--- src/rtl/crc_pkg.sv ---
// ============================================================================
// crc_pkg : shared widths, polynomial/init constants and types for the CRC block
// Revision: 1.0
// ============================================================================
`default_nettype none

package crc_pkg;

  localparam int unsigned CRC_WIDTH = 64;

  typedef logic [CRC_WIDTH-1:0] crc_t;

  // CRC-64-ECMA-182, implicit x^64 term omitted
  localparam crc_t CRC_POLY_ECMA = 64'h42F0E1EBA9EA3693;
  localparam crc_t CRC_INIT_ZERO = 64'h0;

endpackage : crc_pkg

`default_nettype wire

--- src/rtl/crc_next_bit.sv ---
// ============================================================================
// crc_next_bit : one-bit Galois LFSR step, feedback taken from the MSB
// Revision: 1.0
// ============================================================================
`default_nettype none

module crc_next_bit
  import crc_pkg::*;
(
  input  logic [CRC_WIDTH-1:0] cur,
  input  logic                 din,
  input  logic [CRC_WIDTH-1:0] poly,
  output logic [CRC_WIDTH-1:0] nxt
);

  logic w_fb;

  assign w_fb = cur[CRC_WIDTH-1] ^ din;
  assign nxt  = {cur[CRC_WIDTH-2:0], 1'b0} ^ (w_fb ? poly : {CRC_WIDTH{1'b0}});

endmodule : crc_next_bit

`default_nettype wire

--- src/rtl/crc.sv ---
// ============================================================================
// crc : serial CRC register, one message bit per rising clock edge, MSB-first
// Revision: 1.0
// ============================================================================
`default_nettype none

module crc
  import crc_pkg::*;
#(
  parameter logic [CRC_WIDTH-1:0] POLY = CRC_POLY_ECMA,
  parameter logic [CRC_WIDTH-1:0] INIT = CRC_INIT_ZERO
) (
  input  logic                 CLK,
  input  logic                 RST,
  output logic [CRC_WIDTH-1:0] CRC,
  input  logic                 DATA
);

  crc_t r_crc;
  crc_t w_nxt;

  crc_next_bit u_next (
    .cur  (r_crc),
    .din  (DATA),
    .poly (POLY),
    .nxt  (w_nxt)
  );

  // DATA only reaches the register through the clocked path, so X on DATA during reset is harmless
  always_ff @(posedge CLK or negedge RST) begin
    if (!RST) begin
      r_crc <= INIT;
    end else begin
      r_crc <= w_nxt;
    end
  end

  assign CRC = r_crc;

endmodule : crc

`default_nettype wire

--- config.mk ---
export PLATFORM = sky130hd
export DESIGN_NAME = crc
export DESIGN_NICKNAME = d
export VERILOG_FILES = /design/src/rtl/crc_pkg.sv /design/src/rtl/crc_next_bit.sv /design/src/rtl/crc.sv
export SDC_FILE = /design/constraint.sdc
export NUM_CORES = 1
export LEC_CHECK = 0
export CAP_MARGIN = 15
export CORE_MARGIN = 1.5
export CORE_UTILIZATION = 40
export DETAILED_ROUTE_END_ITERATION = 10
export PLACE_DENSITY = 0.68
export SETUP_SLACK_MARGIN = 0.5
export SLEW_MARGIN = 20
export SYNTH_ARGS = -nofsm -noshare
export SYNTH_HDL_FRONTEND = slang
export SYNTH_SLANG_ARGS = --single-unit
--- constraint.sdc ---
create_clock -name CLK -period 1.13 [get_ports CLK]
set_clock_uncertainty 0.05 [all_clocks]
set_input_delay 0.113 -clock CLK [delete_from_list [all_inputs] [get_ports CLK]]
set_output_delay 0.113 -clock CLK [all_outputs]
set_load 0.03 [all_outputs]
==> flow_metrics.env <==
export IMPL_status="finished with violations"
export IMPL_violations="DRC, hold timing, setup timing"
export IMPL_syn_num_nets=139
export IMPL_crit_chain="buf_12 -> buf_8"
export IMPL_crit_family="flip-flops"
export IMPL_rsz0062_at_grt="yes"
export IMPL_syn_area_um2=2690
export IMPL_cts_tree="built"
export IMPL_die_w_um=85.0
export IMPL_die_area_um2=7230
export IMPL_fin_util_pct=58.8
export IMPL_num_rows=29
export IMPL_clock_latency_ns=0.33
export IMPL_critPathMaxFanout=3
export IMPL_fmax_mhz=845
export IMPL_max_stage_delay_ns=0.43
export IMPL_syn_inst=136
export IMPL_maxCapViolations=0
export IMPL_fp_dieH_um=85.0
export IMPL_synth_area_mux_share_pct=0
export IMPL_drcViolationCount=7
export IMPL_grt_pass1_vias=1372
export IMPL_cts_max_level=3
export IMPL_min_period_over_period_pct=105
export IMPL_clockBufferDepth=2
export IMPL_crit_buf_inv=2
export IMPL_synth_enable_flop_cells=0
export IMPL_n_fill_cell=510
export IMPL_postRouteAntennaNets=0
export IMPL_tightest_slew_ns=0.333
export IMPL_synth_top_family_by_area="XOR/XNOR gates"
export IMPL_slew_limit_headroom_pct=77.8
export IMPL_m1WireLength_um=1620
export IMPL_worstSetupStartpointType="flip-flop"
export IMPL_antennaDiodeCount=0
export IMPL_grt_usage_pct=13.1
export IMPL_synth_xor_area_share_pct=29.0
export IMPL_crit_type="reg -> out"
export IMPL_io_buffers=66
export IMPL_required_ns=0.97
export IMPL_crit_slowest_cell="dfrtp_2"
export IMPL_grt_max_degree=65
export IMPL_synth_compound_area_share_pct=0
export IMPL_dp_cells=246
export IMPL_hp_class="in -> async"
export IMPL_synthTopCellsByArea="dfrtp_1, xor3_1, buf_4, xor3_4, buf_8"
export IMPL_synth_distinct_cells=8
export IMPL_root_buffer="clkbuf_8"
export IMPL_wl_met2_um=2280
export IMPL_highest_layer="met4"
export IMPL_detailroute_via_count=1226
export IMPL_vias_per_cell=4.33
export IMPL_hold_viol=64
export IMPL_multi_input_area_um2=781
export IMPL_area_delta_synth_final_pct=40.3
export IMPL_antenna_found_initial=0
export IMPL_stdcell_count=283
export IMPL_synthFlopType="dfrtp_1"
export IMPL_synth_top_area_cell="dfrtp_1"
export IMPL_ys_warn_count=0
export IMPL_synth_fa_ha_area_share_pct=0
export IMPL_holdWs_ns=-0.278
export IMPL_tns_ns=-0.0614
export IMPL_cts_buffers=9
export IMPL_clk_pin_slew_ns=0.07
export IMPL_wl_per_cell_um=15.1
export IMPL_place_congestion=0.723
export IMPL_cp_arrival_ns=1.02
export IMPL_ios=67
export IMPL_yosysMostFrequentCell="dfrtp_1"
export IMPL_firstDrtPassIters=6
export IMPL_synth_top_area_share_pct=59.5
export IMPL_grt_first_pass_wirelength_um=6810
export IMPL_drive_gt1_share_pct=70.4
export IMPL_period_minus_slack_ns=1.18
export IMPL_setup_viol=3
export IMPL_initial_core_util_pct=41.9
export IMPL_async_flop_share_pct=100
export IMPL_dr_wl_met3_um=311
export IMPL_cts_sinks=64
export IMPL_syn_area_per_cell_um2=19.8
export IMPL_endpoint_kind="output pin"
export IMPL_hpwl_um=2620
export IMPL_worst_slack_ns=-0.0537
export IMPL_synth_simple_gate_area_share_pct=0
export IMPL_yosysSeqAreaShare_pct=59.5
export IMPL_synth_seq_cells=64
export IMPL_finalMaxSlewViolations=0
export IMPL_nNetsFinal=204
export IMPL_drtIter0Drc=47
export IMPL_drt_total_wl_um=4270
export IMPL_synth_common_cells="dfrtp_1, buf_4, xor3_1, buf_2"
export IMPL_core_um2=6420
export IMPL_regArea_um2=1640
export IMPL_grt_ovfl_total=0
export IMPL_largest_reg_flops=64
cell type report:
cell class	instances	share of cell area [%]
flip-flops and latches	64	43.5
clock buffers	11	4.01
repair buffers	93	27.8
multi-input cells	33	20.7
clock inverters	5	1.46
well taps	77	2.55
final timing paths:
path | cells after the start | slack, ns | to | from
min reg2reg | 0 | 0.35 | CRC[61] | CRC[60]
max in group asynchronous | 2 | 0.99 | CRC[56] | RST
min | 2 | -0.28 | CRC[8] | RST
min in group CLK | 3 | 0.24 | CRC[0] | DATA
max | 2 | -0.05 | CRC[63] | CRC[63]
max reg2reg | 3 | 0 | CRC[32] | CRC[63]
stage by stage:
step / setup slack, ns / cell area (µm²)
floorplan: 0.00818 / 2870
detailed placement: 0.0388 / 3110
global placement: 0.0838 / 3110
CTS: -0.0773 / 3680
finish: -0.0537 / 3770
global route: -0.101 / 3770
layout by cell type (no fill, tap or decap), drive strengths merged:
master	synthesis	final
clkinvlp	0	2
clkbuf	0	11
xor3	32	32
dfrtp	64	64
bufinv	0	1
xor2	1	1
clkinv	0	2
buf	39	93
what timing repair did:
action,CTS,global route
cloned,1,0
endpoints found under the setup margin,97,103
resized for setup,69,8
hold endpoints to repair,64,64
setup buffers,11,9
worst reg2reg max path: cells and delay by family (launching register included):
family                 cells  cell delay, ns
buffers and inverters      2            0.30
XOR/XNOR                   1            0.26
flip-flops                 1            0.40
kinds of logic (layout without fill, tap and decap cells):
logic type / after synthesis / count (layout)
XOR/XNOR: 33 / 33
buffers and inverters: 39 / 109
flip-flops: 64 / 64
layer usage:
layer | GRT usage, % | up-vias
li1 | - | 541
met1 | 14.4 | 631
met2 | 21.5 | 47
met3 | 5.64 | 7
met4 | 6.71 | 0
met5 | 0 | -
Power is not shown: default switching activity piles up to over one toggle a cycle in this logic, so the estimate is an artifact.
